==> config.mk <==
export PLATFORM = sky130hd
export DESIGN_NAME = color_tracker
export DESIGN_NICKNAME = d
export VERILOG_FILES = /design/src/rtl/color_tracker_pkg.sv /design/src/rtl/vga_pos_counter.sv /design/src/rtl/color_tracker.sv
export SDC_FILE = /design/constraint.sdc
export NUM_CORES = 1
export LEC_CHECK = 0
export ABC_AREA = 1
export BUFFER_PORTS_ARGS = -buffer_cell sky130_fd_sc_hd__buf_2
export CAP_MARGIN = 25
export CORE_MARGIN = 2
export CORE_UTILIZATION = 51
export CTS_BUF_LIST = sky130_fd_sc_hd__clkbuf_8
export DETAILED_ROUTE_END_ITERATION = 12
export GPL_TIMING_DRIVEN = 0
export PLACE_DENSITY = 0.82
export SLEW_MARGIN = 20
export SYNTH_ARGS = -nofsm -noshare
export SYNTH_HDL_FRONTEND = slang
export SYNTH_SLANG_ARGS = --single-unit
==> constraint.sdc <==
create_clock -name VGA_CLK -period 4.09 [get_ports VGA_CLK]
set_input_delay 0 -clock VGA_CLK [delete_from_list [all_inputs] [get_ports VGA_CLK]]
set_output_delay 0 -clock VGA_CLK [all_outputs]
set_load 0.1 [all_outputs]
==> src/rtl/color_tracker_pkg.sv <==
// color_tracker_pkg
// Shared types and constants for the colour tracker: the frame FSM state
// encoding, the overlay colour and a packed bundle of one VGA pixel with its
// timing bits.
package color_tracker_pkg;

    typedef enum logic [0:0] {
        WAIT_VS = 1'b0,
        ACCUM   = 1'b1
    } state_e;

    localparam logic [7:0] OVL_R = 8'd0;
    localparam logic [7:0] OVL_G = 8'd255;
    localparam logic [7:0] OVL_B = 8'd0;

    typedef struct packed {
        logic [7:0] r;
        logic [7:0] g;
        logic [7:0] b;
        logic       hs;
        logic       vs;
        logic       sync_n;
        logic       blank_n;
    } vga_px_t;

    // Sync lines idle high; everything else idles low.
    localparam vga_px_t PX_RST = '{
        r: 8'd0, g: 8'd0, b: 8'd0,
        hs: 1'b1, vs: 1'b1, sync_n: 1'b0, blank_n: 1'b0
    };

endpackage

==> src/rtl/vga_pos_counter.sv <==
// vga_pos_counter
// Tracks the raster position of the incoming pixel from the blanking and
// vertical sync strobes.
//   clk_i, rst_i     pixel clock, async active-high reset
//   blank_n_i, vs_i  incoming timing bits
//   x_o, y_o         position of the pixel currently on the inputs
//   in_range_o       position lies inside WIDTH x HEIGHT
//   line_end_o       BLANK_N falling edge (end of an active line)
//   vs_fall_o        VS falling edge (start of vertical sync)
module vga_pos_counter #(
    parameter int WIDTH  = 640,
    parameter int HEIGHT = 480,
    parameter int XW     = $clog2(WIDTH),
    parameter int YW     = $clog2(HEIGHT)
) (
    input  logic          clk_i,
    input  logic          rst_i,
    input  logic          blank_n_i,
    input  logic          vs_i,
    output logic [XW-1:0] x_o,
    output logic [YW-1:0] y_o,
    output logic          in_range_o,
    output logic          line_end_o,
    output logic          vs_fall_o
);

    // One spare bit so pixels beyond the nominal line/frame (controller
    // off-by-one) never alias back into the valid range.
    localparam logic [XW:0] X_LIM = (XW+1)'(WIDTH);
    localparam logic [YW:0] Y_LIM = (YW+1)'(HEIGHT);

    logic [XW:0] x_q, x_d;
    logic [YW:0] y_q, y_d;
    logic        blank_q;
    logic        vs_q;

    assign line_end_o = blank_q & ~blank_n_i;
    assign vs_fall_o  = vs_q & ~vs_i;

    always_comb begin
        x_d = x_q;
        y_d = y_q;
        if (!vs_i) begin
            x_d = '0;
            y_d = '0;
        end else if (line_end_o) begin
            x_d = '0;
            if (y_q != '1) begin
                y_d = y_q + 1'b1;
            end
        end else if (blank_n_i && (x_q != '1)) begin
            x_d = x_q + 1'b1;
        end
    end

    always_ff @(posedge clk_i or posedge rst_i) begin
        if (rst_i) begin
            x_q     <= '0;
            y_q     <= '0;
            blank_q <= 1'b0;
            vs_q    <= 1'b1;
        end else begin
            x_q     <= x_d;
            y_q     <= y_d;
            blank_q <= blank_n_i;
            vs_q    <= vs_i;
        end
    end

    assign x_o        = x_q[XW-1:0];
    assign y_o        = y_q[YW-1:0];
    assign in_range_o = (x_q < X_LIM) && (y_q < Y_LIM);

endmodule

==> src/rtl/color_tracker.sv <==
// color_tracker
// Classifies active pixels against RGB thresholds, accumulates a per-frame
// match count and bounding box, publishes them at the start of vertical sync
// and forwards the stream one cycle later with an optional box overlay.
//   VGA_CLK, reset             pixel clock, async active-high reset
//   iVGA_*                     filtered input stream
//   r_min, g_max, b_max        inclusive colour thresholds
//   overlay_en                 draw the published box on the output
//   oVGA_*                     registered output stream
//   box_*, match_count,
//   detected, frame_done       published per-frame results
//
// state   | meaning
// --------+-------------------------------------------------------------
// WAIT_VS | after reset; the next VS fall starts the first counted frame
// ACCUM   | accumulating; each VS fall publishes and restarts the frame
module color_tracker
    import color_tracker_pkg::*;
#(
    parameter  int WIDTH     = 640,
    parameter  int HEIGHT    = 480,
    parameter  int MIN_COUNT = 64,
    localparam int XW        = $clog2(WIDTH),
    localparam int YW        = $clog2(HEIGHT),
    localparam int CW        = $clog2(WIDTH*HEIGHT+1)
) (
    input  logic          VGA_CLK,
    input  logic          reset,
    input  logic [7:0]    iVGA_R,
    input  logic [7:0]    iVGA_G,
    input  logic [7:0]    iVGA_B,
    input  logic          iVGA_HS,
    input  logic          iVGA_VS,
    input  logic          iVGA_SYNC_N,
    input  logic          iVGA_BLANK_N,
    input  logic [7:0]    r_min,
    input  logic [7:0]    g_max,
    input  logic [7:0]    b_max,
    input  logic          overlay_en,
    output logic [7:0]    oVGA_R,
    output logic [7:0]    oVGA_G,
    output logic [7:0]    oVGA_B,
    output logic          oVGA_HS,
    output logic          oVGA_VS,
    output logic          oVGA_SYNC_N,
    output logic          oVGA_BLANK_N,
    output logic [XW-1:0] box_x0,
    output logic [XW-1:0] box_x1,
    output logic [YW-1:0] box_y0,
    output logic [YW-1:0] box_y1,
    output logic [CW-1:0] match_count,
    output logic          detected,
    output logic          frame_done
);

    localparam logic [CW:0] MIN_C = (CW+1)'(MIN_COUNT);

    logic [XW-1:0] pos_x;
    logic [YW-1:0] pos_y;
    logic          in_range;
    logic          vs_fall;
    logic          unused_line_end;

    vga_pos_counter #(
        .WIDTH  (WIDTH),
        .HEIGHT (HEIGHT),
        .XW     (XW),
        .YW     (YW)
    ) u_pos (
        .clk_i      (VGA_CLK),
        .rst_i      (reset),
        .blank_n_i  (iVGA_BLANK_N),
        .vs_i       (iVGA_VS),
        .x_o        (pos_x),
        .y_o        (pos_y),
        .in_range_o (in_range),
        .line_end_o (unused_line_end),
        .vs_fall_o  (vs_fall)
    );

    vga_px_t px_in, px_d, px_q;
    assign px_in = '{
        r: iVGA_R, g: iVGA_G, b: iVGA_B,
        hs: iVGA_HS, vs: iVGA_VS, sync_n: iVGA_SYNC_N, blank_n: iVGA_BLANK_N
    };

    logic match;
    assign match = iVGA_BLANK_N && in_range &&
                   (iVGA_R >= r_min) && (iVGA_G <= g_max) && (iVGA_B <= b_max);

    state_e        state_q, state_d;
    logic [CW-1:0] acc_cnt_q, acc_cnt_d;
    logic [XW-1:0] acc_x0_q, acc_x0_d, acc_x1_q, acc_x1_d;
    logic [YW-1:0] acc_y0_q, acc_y0_d, acc_y1_q, acc_y1_d;

    logic [CW-1:0] pub_cnt_q, pub_cnt_d;
    logic          pub_det_q, pub_det_d;
    logic [XW-1:0] pub_x0_q, pub_x0_d, pub_x1_q, pub_x1_d;
    logic [YW-1:0] pub_y0_q, pub_y0_d, pub_y1_q, pub_y1_d;
    logic          frame_done_q, frame_done_d;

    logic det_now;
    assign det_now = {1'b0, acc_cnt_q} >= MIN_C;

    // The count never wraps, so a zero count doubles as "no match yet".
    always_comb begin
        acc_cnt_d = acc_cnt_q;
        acc_x0_d  = acc_x0_q;
        acc_x1_d  = acc_x1_q;
        acc_y0_d  = acc_y0_q;
        acc_y1_d  = acc_y1_q;
        if (vs_fall) begin
            acc_cnt_d = '0;
            acc_x0_d  = '0;
            acc_x1_d  = '0;
            acc_y0_d  = '0;
            acc_y1_d  = '0;
        end else if (match) begin
            if (acc_cnt_q != '1) begin
                acc_cnt_d = acc_cnt_q + 1'b1;
            end
            if (acc_cnt_q == '0) begin
                acc_x0_d = pos_x;
                acc_x1_d = pos_x;
                acc_y0_d = pos_y;
                acc_y1_d = pos_y;
            end else begin
                if (pos_x < acc_x0_q) acc_x0_d = pos_x;
                if (pos_x > acc_x1_q) acc_x1_d = pos_x;
                if (pos_y < acc_y0_q) acc_y0_d = pos_y;
                if (pos_y > acc_y1_q) acc_y1_d = pos_y;
            end
        end
    end

    always_comb begin
        state_d      = state_q;
        pub_cnt_d    = pub_cnt_q;
        pub_det_d    = pub_det_q;
        pub_x0_d     = pub_x0_q;
        pub_x1_d     = pub_x1_q;
        pub_y0_d     = pub_y0_q;
        pub_y1_d     = pub_y1_q;
        frame_done_d = 1'b0;
        if (vs_fall) begin
            state_d = ACCUM;
            if (state_q == ACCUM) begin
                frame_done_d = 1'b1;
                pub_cnt_d    = acc_cnt_q;
                pub_det_d    = det_now;
                pub_x0_d     = det_now ? acc_x0_q : '0;
                pub_x1_d     = det_now ? acc_x1_q : '0;
                pub_y0_d     = det_now ? acc_y0_q : '0;
                pub_y1_d     = det_now ? acc_y1_q : '0;
            end
        end
    end

    logic x_edge, y_edge, x_inside, y_inside, on_box;
    always_comb begin
        x_edge   = (pos_x == pub_x0_q) || (pos_x == pub_x1_q);
        y_edge   = (pos_y == pub_y0_q) || (pos_y == pub_y1_q);
        x_inside = (pos_x >= pub_x0_q) && (pos_x <= pub_x1_q);
        y_inside = (pos_y >= pub_y0_q) && (pos_y <= pub_y1_q);
        // in_range keeps truncated overshoot positions off the box.
        on_box   = in_range && ((x_edge && y_inside) || (y_edge && x_inside));
        px_d     = px_in;
        if (overlay_en && pub_det_q && iVGA_BLANK_N && on_box) begin
            px_d.r = OVL_R;
            px_d.g = OVL_G;
            px_d.b = OVL_B;
        end
    end

    always_ff @(posedge VGA_CLK or posedge reset) begin
        if (reset) begin
            state_q      <= WAIT_VS;
            acc_cnt_q    <= '0;
            acc_x0_q     <= '0;
            acc_x1_q     <= '0;
            acc_y0_q     <= '0;
            acc_y1_q     <= '0;
            pub_cnt_q    <= '0;
            pub_det_q    <= 1'b0;
            pub_x0_q     <= '0;
            pub_x1_q     <= '0;
            pub_y0_q     <= '0;
            pub_y1_q     <= '0;
            frame_done_q <= 1'b0;
            px_q         <= PX_RST;
        end else begin
            state_q      <= state_d;
            acc_cnt_q    <= acc_cnt_d;
            acc_x0_q     <= acc_x0_d;
            acc_x1_q     <= acc_x1_d;
            acc_y0_q     <= acc_y0_d;
            acc_y1_q     <= acc_y1_d;
            pub_cnt_q    <= pub_cnt_d;
            pub_det_q    <= pub_det_d;
            pub_x0_q     <= pub_x0_d;
            pub_x1_q     <= pub_x1_d;
            pub_y0_q     <= pub_y0_d;
            pub_y1_q     <= pub_y1_d;
            frame_done_q <= frame_done_d;
            px_q         <= px_d;
        end
    end

    assign oVGA_R       = px_q.r;
    assign oVGA_G       = px_q.g;
    assign oVGA_B       = px_q.b;
    assign oVGA_HS      = px_q.hs;
    assign oVGA_VS      = px_q.vs;
    assign oVGA_SYNC_N  = px_q.sync_n;
    assign oVGA_BLANK_N = px_q.blank_n;
    assign box_x0       = pub_x0_q;
    assign box_x1       = pub_x1_q;
    assign box_y0       = pub_y0_q;
    assign box_y1       = pub_y1_q;
    assign match_count  = pub_cnt_q;
    assign detected     = pub_det_q;
    assign frame_done   = frame_done_q;

endmodule

==> summary.txt, run 1 <==
Synthesis
  • Yosys cell types: 35
  • Post-synthesis instance total: 1191
  • Synth top cells by count: nand2_1 (289), inv_1 (191), dfrtp_1 (164)
  • Post-Syn Area: 9520 um^2
  • FF+latch count, synth: between 150 and 200
  • Largest area contributor in the netlist: dfrtp_1
  • Count leader, synth: nand2_1
  • Seq/Total Area, Yosys: 0.436
  • Synth area leaders: dfrtp_1 (43%), ha_1 (13%), nand2_1 (11%)
  • Syn. warnings: 0
  • Average size of a mapped cell: roughly 8.0 um^2
  • Post-synth top area share: 0.431
  • Post-synth EDFFs: 0
  • Synth Flop Type: dfrtp_1
  • Syn nets: ~1300
  • Post-synthesis async set-or-reset flop share: 1.00

Critical path
  • CP Class: register to register
  • Startpoint types: register
  • Critical path's top delay family: simple AND/OR/NAND/NOR gates
  • Critical Path Most Common Cell: nand2_1
  • Worst Path Arrival: roughly 3000 ps
  • Slowest CP cell: dfrtp_1
  • Worst R2R Setup Slack: 1400 ps
  • Worst path required time: 4480 ps
  • Endpoint class of the critical path: register
  • Crit-path cells: inv_1, nor3_1, inv_1, nand3_1, a21oi_1, nand3_1, nand2_2, buf_2, nand2_1, nand2_1, nand2_1
  • R2R Path Start: u_pos.y_q[7]
  • Buf/Inv on CP: 3
  • Largest stage delay on the critical path: about 550 ps
  • CP Max Fanout: 10
  • Worst R2R End: acc_x0_q[8]
  • Reg2Reg Depth: 11

CTS
  • H-tree depth: 4
  • CTS Buf Count: 17
  • Hold-fix buffers at CTS: 29
  • Worst-Skew Late Latency: around 460 ps
  • CTS tree: done
  • Postcts setup bufs: 0
  • Clock slew at reported path FFs: roughly 90 ps
  • CTS root buf: clkbuf_8
  • CTS Buffer Depth: 2
  • Clock sinks: roughly 170
  • Post_cts resized: 0

Placed design
  • Placed cell areas: about 11000 um^2
  • Port Buf Inserts: around 140
  • Placed Cells: about 1600
  • Placer Congestion: approximately 0.93
  • DP HPWL: 18.9 mm

Floorplanning
  • IO Pins: approximately 140
  • Number of cell rows: 49
  • Starting Density: 0.525
  • Die Area: 19800 um^2
  • Die X: ~140 um
  • DIE HEIGHT: around 140 um
  • Core area: between 15000 and 20000 um^2

Cells and area
  • Nets: ~1500
  • Non-Filler Instances: about 1600
  • Antenna fix cells: 0
  • Area grow syn2layout: 19.2%
  • Fill cells: between 1500 and 2000
  • Final instance area: 11400 um^2
  • FF/Latch Area: 4160 um^2
  • Area of the multi-input gates: ~4500 um^2
  • Layout cell share with drive strength beyond 1: 0.136
  • Final core occ: 0.626

Routing
  • WL per Instance: around 16 um
  • Antenna-violating nets left: 0
  • Routed WL: ~26 mm
  • Via density: roughly 5.5
  • DRC: 0
  • Iteration-0 DRC Markers: ~460
  • 1st-pass router iterations: 8
  • Total number of vias: approximately 8900

STA
  • Final Cycle Share: 0.657
  • Setup tns final: 0 ps
  • Final hold viol count: 0
  • Worst Tran Pin Value: 652 ps
  • Worst rel slew slack: 0.565
  • RSZ-0062 raised after global routing: no
  • Setup Viol. Count Final: 0
  • Max Slew Vio Count: 0
  • Fmax: around 370 MHz
  • Min cycle time layout: ~2700 ps
  • Worst Skew: around 14 ps

GRT
  • GRT overflow: 0
  • Tot GR Track Use: 0.264
  • First-pass GRT wire length: ~42 mm
  • Largest net degree at the start of global routing: 34
  • Vias in the first global route: 8937
  • Initial antenna violation count: 0

Run
  • Max cap viols: 0

Pwr
  • Pleak: roughly 6.1 nW
  • Pwr Density: between 300 and 400 nW/um^2
  • Worst VDD drop: between 400 and 500 uV

Status
  • Outcome: finished, final reports clean

Worst hold path
  • HP Class: primary input to async pin
==> layer usage <==
metal  vias up  part of all wire  GRT usage
li1       4271                 -          -
met1      4240              0.42      0.331
met2       325              0.49      0.455
met3        61             0.066     0.0503
met4         0             0.025      0.101
met5         -                 0          0
==> worst min-delay path, cell delays in order <==
cell,delay (ps)
dlygate4sd3_1,530
buf_2,140
clkinvlp_4,200
==> worst max-delay path by stage <==
stage	endpoint	slack, ps	from	depth (start not counted)
finish	acc_x0_q[8]	1400	u_pos.y_q[7]	11
floorplan	oVGA_B[5]	1570	box_y1[4]	10
global route	acc_x0_q[4]	1160	u_pos.y_q[7]	11
global placement	acc_cnt_q[12]	960	reset	2
CTS	acc_x0_q[8]	1430	u_pos.y_q[7]	11
detailed placement	acc_x1_q[1]	1460	u_pos.y_q[7]	11
==> cell usage in the layout, fill, tap and decap left out, types with 24 or more instances in the layout <==
cell type / instances
nand2_1: 289
nor2_1: 82
dlygate4sd3_1: 29
o22ai_1: 34
ha_1: 102
nand3_1: 91
buf_2: 143
nor3_1: 24
clkbuf_1: 25
o21ai_0: 54
inv_1: 193
a21oi_1: 69
dfrtp_1: 164
==> final cells by class <==
| cell class | instances | area share |
|---|---|---|
| multi-input cells | 805 | 0.399 |
| plain buffers | 29 | 0.0105 |
| clock buffers | 18 | 0.0218 |
| well taps | 229 | 0.0252 |
| flip-flops and latches | 166 | 0.366 |
| clock inverters | 14 | 0.0142 |
| repair buffers | 176 | 0.0996 |
| inverters | 191 | 0.0635 |
==> kinds of logic (layout without fill, tap and decap cells) <==
logic type	count (synthesis)	after routing	synth area share
xor+xnor	5	5	0.00460
simple gates	518	518	0.232
compound gates	180	180	0.105
fa+ha+maj	102	102	0.134
flops	166	166	0.436
buf+inv	220	428	0.0878
==> where the power goes <==
group / switching, W / internal (W)
Sequential: 0.0000722 / 0.00172
Clock: 0.000622 / 0.000614
Combinational: 0.000704 / 0.000267
Total: 0.00140 / 0.00260
==> state kept, by name, summed over array words and instances (netlist names), 8 cells and up <==
register and flops:
acc_cnt_q 19, acc_x0_q 10, acc_x1_q 10, acc_y0_q 9
acc_y1_q 9, box_x0 10, box_x1 10, box_y0 9
box_y1 9, match_count 19, oVGA_B 8, oVGA_G 8
oVGA_R 8, u_pos.x_q 11, u_pos.y_q 10
==> stage by stage <==
stage	worst slack, ps	hold WS (ps)	total power, W
detailed placement	1460	-37.4	0.00276
finish	1400	19.6	0.00400
global route	1160	43.9	0.00420
CTS	1430	11.5	0.00400
global placement	957	105	0.00272
floorplan	1570	4.48	0.00250
(Power assumes the default switching activity.)
==> inputs of run 2 (changes only) <==
Clock period 4.09 ns to 2.2 ns, I/O delays scaled along.
==> run 2 against run 1 <==
The run now ends with negative hold slack left. Worst setup slack lost 1300 ps. Cell area grew 2.2%. Critical path type unchanged. Combinational power grew 100%.
==> summary.txt, run 2 (synthesized netlist as in run 1, its figures left out) <==
Cells and area
  • Nets: 1551
  • Layout cell share with drive strength beyond 1: 0.200
  • Area grow syn2layout: 21.8%
  • Most frequent cells in the layout: nand2_1 (280), inv_1 (190), buf_2 (141)
  • Antenna fix cells: 0
  • Most common cell after layout, fill and taps aside: nand2_1
  • Final instance area: about 12000 um^2
  • Final core occ: 0.639

Critical path
  • Largest stage delay on the critical path: around 500 ps
  • Endpoint class of the critical path: register
  • Worst R2R End: acc_y1_q[0]
  • Reg2Reg Depth: 11
  • Worst R2R Setup Slack: 90 ps
  • Worst path required time: roughly 2600 ps
  • Buf/Inv on CP: 2
  • Critical path's top delay family: simple AND/OR/NAND/NOR gates
  • CP Class: register to register
  • CP Max Fanout: 10
  • Worst Path Arrival: 2470 ps
  • Critical Path Most Common Cell: nand2_1
  • Slowest CP cell: dfrtp_2
  • Crit-path cells: nand2_1, nor3_4, inv_1, nand3_1, a21oi_1, nand3_2, nand2_4, buf_6, nand2_2, nand2_1, nand2_1
  • Startpoint types: register
  • R2R Path Start: u_pos.y_q[6]

GRT
  • Initial antenna violation count: 0
  • Largest net degree at the start of global routing: 34
  • Tot GR Track Use: 0.257
  • Vias in the first global route: around 8500
  • First-pass GRT wire length: 40.7 mm
  • GRT overflow: 0

STA
  • Max Slew Vio Count: 0
  • Worst Tran Pin Value: about 650 ps
  • Final Cycle Share: 0.960
  • Worst rel slew slack: 0.569
  • Fmax: about 470 MHz
  • Setup slack after layout: 88.5 ps
  • Setup tns final: 0 ps
  • Worst Skew: about 11 ps
  • RSZ-0062 raised after global routing: yes
  • Setup Viol. Count Final: 0
  • Min cycle time layout: 2110 ps
  • Hold_ws: -15.5 ps
  • Final hold viol count: 4

CTS
  • Clock slew at reported path FFs: 90 ps
  • CTS tree: done
  • H-tree depth: 4
  • CTS Buffer Depth: 2
  • Worst-Skew Late Latency: roughly 460 ps
  • CTS root buf: clkbuf_8
  • Clock sinks: about 170
  • CTS Buf Count: 17

Placed design
  • DP HPWL: ~18 mm
  • Placed cell areas: between 10000 and 15000 um^2
  • Port Buf Inserts: approximately 140
  • Pre-CTS setup slack: -407 ps
  • Placer Congestion: between 0.9 and 1

Routing
  • DRC: 0
  • Routed WL: around 25 mm
  • WL per Instance: between 15 and 20 um
  • Antenna-violating nets left: 0
  • Total number of vias: ~9000
  • 1st-pass router iterations: 5
  • Via density: 5.42
  • Iteration-0 DRC Markers: between 600 and 700

Status
  • Failing checks: negative hold slack
  • Outcome: finished, violations left

Pwr
  • Flop pwr share: 0.442
  • Psw: between 0.002 and 0.003 W
  • Worst VDD drop: 533 uV
  • Tot Pwr: around 0.0075 W
  • Pwr Density: about 650 nW/um^2
  • Comb pwr share: 0.263
  • Pleak: 6.17 nW
  • Sw frac: 0.351
  • Internal power: ~0.005 W
  • Clock Power Share: 0.295

Floorplanning
  • Die X: 141 um
  • Starting Density: 0.525
  • Core area: between 15000 and 20000 um^2
  • Die Area: about 20000 um^2
  • Number of cell rows: 49
  • DIE HEIGHT: 141 um
  • IO Pins: 142

Worst hold path
  • Min-Delay Path Depth: 4
  • HP Class: primary input to register
  • Hold worst-path end: oVGA_B[1]
  • Hold Path Origin: overlay_en

Run
  • Max cap viols: 0
run 2: changes by cell type in the layout (fill, tap and decap cells not counted), moves of 3 or more:
cell      change
clkbuf_1     -14
nand2_4       +5
dfrtp_2      +46
clkbuf_8      +3
nor2_2        +4
clkbuf_2     +11
inv_2         +4
nand2_2       +3
nand2_1       -9
inv_1         -3
nor2_1        -6
buf_4        +11
dfrtp_1      -46
run 2: worst max-delay path by stage:
stage | start | end | cells after the start | slack (ps)
floorplan | reset | box_x0[0] | 1 | -90
global placement | reset | box_y0[0] | 2 | -1120
detailed placement | u_pos.y_q[7] | acc_x1_q[7] | 11 | -410
CTS | u_pos.y_q[5] | acc_y1_q[0] | 11 | -2
global route | u_pos.y_q[6] | acc_x0_q[4] | 11 | -30
finish | u_pos.y_q[6] | acc_y1_q[0] | 11 | 90
run 2: area by class of cell:
type | count | area, um^2
Fill cell | 1497 | 6550
Buffer | 28 | 145
Clock inverter | 11 | 110
Multi-Input combinational cell | 805 | 4650
Inverter | 191 | 721
Tap cell | 229 | 287
Sequential cell | 166 | 4210
Clock buffer | 21 | 289
Timing Repair Buffer | 185 | 1180
run 2: metrics by stage:
step,std cells,hold slack (ps)
after global routing,1636,12.3
after CTS,1627,-304
after floorplan,1191,4.48
final,1636,-15.5
after global placement,1561,109
after detailed placement,1566,39.7
run 2: power groups by stage:
stage	logic, W	registers [W]	clock network, W
final	0.00198	0.00333	0.00222
after global routing	0.00217	0.00335	0.00237
after CTS	0.00187	0.00332	0.00224
after detailed placement	0.00175	0.00339	0
after global placement	0.00168	0.00338	0
after floorplan	0.000922	0.00373	0
run 2: tightest hold or removal path, delay by kind of cell:
kind            cells  cell delay, ps
buf+inv             1             100
compound gates      1             150
simple gates        2             160
run 2: metal layers:
metal,vias up,routed length (um),track usage
met2,343,12100,0.434
li1,4304,-,-
met4,0,616,0.0879
met3,57,1660,0.0482
met1,4160,10900,0.335
met5,-,0,0
run 2: repair_timing:
| item | 4_1_cts | 5_1_grt |
|---|---|---|
| hold buffers | 28 | 1 |
| gates resized for setup | 33 | 38 |
| pin swaps | 0 | 2 |
| buffers inserted | 1 | 9 |
| endpoints found under the hold margin | 131 | 3 |
| endpoints found under the setup margin | 122 | 108 |
==> inputs of run 3 (changes only) <==
Settings changed: SYNTH_HIERARCHICAL set to 1.
==> run 3 against run 2 <==
The run now ends clean. Clock power grew 15%. Cell area grew 6.1%. Power fell by 6.0%. Worst hold slack better by 32 ps. Combinational power decreased by 33%. Critical path type unchanged. Largest cell class unchanged. Largest power group unchanged. Highest routed layer unchanged.
==> summary.txt, run 3 <==
STA
  • RSZ-0062 raised after global routing: yes
  • Final Cycle Share: 0.957
  • Worst rel slew slack: 0.542
  • Setup Viol. Count Final: 0
  • Max Slew Vio Count: 0
  • Min cycle time layout: roughly 2100 ps
  • Setup tns final: 0 ps
  • Worst Tran Pin Value: between 600 and 700 ps
  • Final hold viol count: 0
  • Worst Skew: 14.5 ps
  • Fmax: 475 MHz

Synthesis
  • Synth Flop Type: dfrtp_1
  • Syn. warnings: 6
  • Largest family of logic cells by synthesized area: simple AND/OR/NAND/NOR gates
  • Post-synth top area share: 0.408
  • Post-synthesis mux area share: 0
  • Post-synth EDFFs: 0
  • Post-Syn Area: 10100 um^2
  • Post-synthesis instance total: 1231
  • Post-Synth XOR/XNOR Area: 0.0130
  • Yosys cell types: 40
  • Average size of a mapped cell: ~8.2 um^2
  • FF+latch count, synth: around 170
  • Largest area contributor in the netlist: dfrtp_1
  • Synth top cells by count: nand2_1 (306), inv_1 (175), dfrtp_1 (165)
  • Count leader, synth: nand2_1
  • Seq/Total Area, Yosys: 0.415
  • Synth area leaders: dfrtp_1 (41%), ha_1 (13%), nand2_1 (11%)
  • Syn nets: about 1400
  • Compound-Gate Fraction of Synth Area: 0.0924
  • Fraction of the mapped netlist area in adder cells: 0.126
  • Simple logic cell fraction of the synthesized area: 0.249
  • Post-synthesis async set-or-reset flop share: 1.00

Cells and area
  • Most common cell after layout, fill and taps aside: nand2_1
  • Nets: ~1600
  • Area grow syn2layout: 21.6%
  • Most frequent cells in the layout: nand2_1 (297), inv_1 (173), buf_2 (149)
  • Fill cells: approximately 1600
  • Antenna fix cells: 0
  • FF/Latch Area: around 4300 um^2
  • Layout cell share with drive strength beyond 1: 0.238
  • Area of the multi-input gates: 4990 um^2

Critical path
  • CP Max Fanout: 6
  • Worst Path Arrival: 2450 ps
  • Worst path required time: around 2500 ps
  • Slowest CP cell: dfrtp_1
  • Critical Path Most Common Cell: buf_4
  • Crit-path cells: buf_4, ha_4, inv_1, nor3_2, nand3b_1, nand4_1, nand3_2, nand2_4, buf_4, a21boi_0
  • Largest stage delay on the critical path: approximately 440 ps
  • Startpoint types: register
  • CP Class: register to register
  • Endpoint class of the critical path: register

Placed design
  • DP HPWL: a little under 20 mm
  • Port Buf Inserts: 141
  • Placer Congestion: 0.904

Floorplanning
  • Die X: 145 um
  • IO Pins: ~140
  • Number of cell rows: 51
  • DIE HEIGHT: ~140 um
  • Die Area: between 20000 and 25000 um^2
  • Starting Density: 0.520
  • Core area: approximately 19000 um^2

CTS
  • Clock slew at reported path FFs: ~90 ps
  • CTS Buffer Depth: 2
  • Clock sinks: 168
  • H-tree depth: 4
  • CTS Buf Count: 17
  • CTS tree: done
  • Worst-Skew Late Latency: between 400 and 500 ps
  • CTS root buf: clkbuf_8

Worst hold path
  • HP Class: primary input to async pin

Routing
  • Via density: roughly 5.4
  • DRC: 0
  • Antenna-violating nets left: 0
  • Routed WL: around 26 mm
  • WL per Instance: approximately 15 um
  • Met1 WL: ~11 mm
  • 1st-pass router iterations: 5
  • Total number of vias: approximately 9000
  • Iteration-0 DRC Markers: around 600
  • Highest Signal Layer: met4
  • Met3 Wirelength: 1.71 mm
  • WL met2: 12.8 mm

Status
  • Outcome: finished, final reports clean

GRT
  • Initial antenna violation count: 0
  • Vias in the first global route: roughly 9300
  • First-pass GRT wire length: 43.7 mm
  • GRT overflow: 0
  • Tot GR Track Use: 0.254
  • Largest net degree at the start of global routing: 34

Pwr
  • Worst VDD drop: 383 uV
  • Tot Pwr: 0.00707 W
  • Flop pwr share: 0.451
  • Internal power: ~0.005 W
  • Clock Power Share: 0.361
  • Sw frac: 0.302
  • Psw: ~0.0021 W
  • Pleak: roughly 6.6 nW
  • Pwr Density: roughly 570 nW/um^2
  • Comb pwr share: 0.189

Run
  • Max cap viols: 0
run 3: cell types whose count changed after synthesis, moves of 8 or more:
cell      previous run  this run
nand3_1             91        60
nand2_1            289       306
a21oi_1             69        41
inv_2                0        12
inv_1              191       175
nor2_1              82        61
nor3_1              24        13
clkbuf_1            25        16
o21ai_0             54        34
nand4_1             16        79
buf_4                0        21
a21boi_1             0         8
xor2_1               4        15
run 3: through the flow:
step	hold WS, ps	cells	utilization	cell area (um^2)	worst slack (ps)
2_1_floorplan	1.18	1231	-	10200	92.1
3_3_place_gp	105	1637	0.576	11200	-783
3_5_place_dp	74.8	1641	0.580	11300	-251
4_1_cts	107	1703	0.620	12100	6.49
5_1_grt	31.1	1715	0.633	12300	-41.5
6_report	16.7	1715	0.633	12300	94.4
run 3: cell families (layout without fill, tap and decap cells):
family	after synthesis	after routing
DFF	168	168
buffers and inverters	243	462
adders and majority gates	102	102
and+or+nand+nor	547	547
AOI/OAI and AO/OA	156	156
xor gates and xnor gates	15	15
run 3: repair_timing:
action,4_1_cts,5_1_grt
setup endpoints to repair,42,89
buffers inserted,1,10
hold buffers,30,0
gates cloned,0,1
hold endpoints to repair,134,0
pin swaps,2,10
resized for setup,8,52
run 3: worst paths after layout:
path,cells past startpoint,to,from,slack (ps)
worst max-delay path,10,oVGA_B[2],u_pos/x_q[7],90
worst min-delay path,3,u_pos/y_q[1],reset,20
worst max register to register,10,oVGA_B[2],u_pos/x_q[7],90
worst min register to register,2,acc_y1_q[7],acc_y1_q[7],480
max in group asynchronous,5,oVGA_HS,reset,1240
min in group VGA_CLK,2,oVGA_SYNC_N,iVGA_SYNC_N,160
run 3: worst max-delay path, delay by kind of cell, from the launching register on:
family | cells | cell delay, ps
DFF | 1 | 440
and+or+nand+nor | 5 | 760
buffers and inverters | 3 | 420
AOI/OAI and AO/OA | 1 | 80
adders and majority gates | 1 | 270
run 3: routing by layer:
metal | vias up | global-route usage
met5 | - | 0
met4 | 0 | 0.0921
met3 | 64 | 0.0516
met2 | 356 | 0.435
met1 | 4395 | 0.319
li1 | 4461 | -
run 3: power by group through the flow:
| stage | Clock [W] | Combinational [W] | Sequential, W |
|---|---|---|---|
| after floorplan | 0 | 0.000612 | 0.00348 |
| after global placement | 0 | 0.00113 | 0.00325 |
| after detailed placement | 0 | 0.00118 | 0.00325 |
| after CTS | 0.00258 | 0.00126 | 0.00319 |
| after global routing | 0.00272 | 0.00146 | 0.00320 |
| final | 0.00255 | 0.00133 | 0.00319 |
run 3: layout make-up:
cell class / count / area share
flip-flops and latches: 168 / 0.346
repair buffers: 188 / 0.0967
inverters: 190 / 0.0587
well taps: 265 / 0.0269
multi-input cells: 820 / 0.405
plain buffers: 53 / 0.0293
clock buffers: 18 / 0.0201
clock inverters: 13 / 0.0166
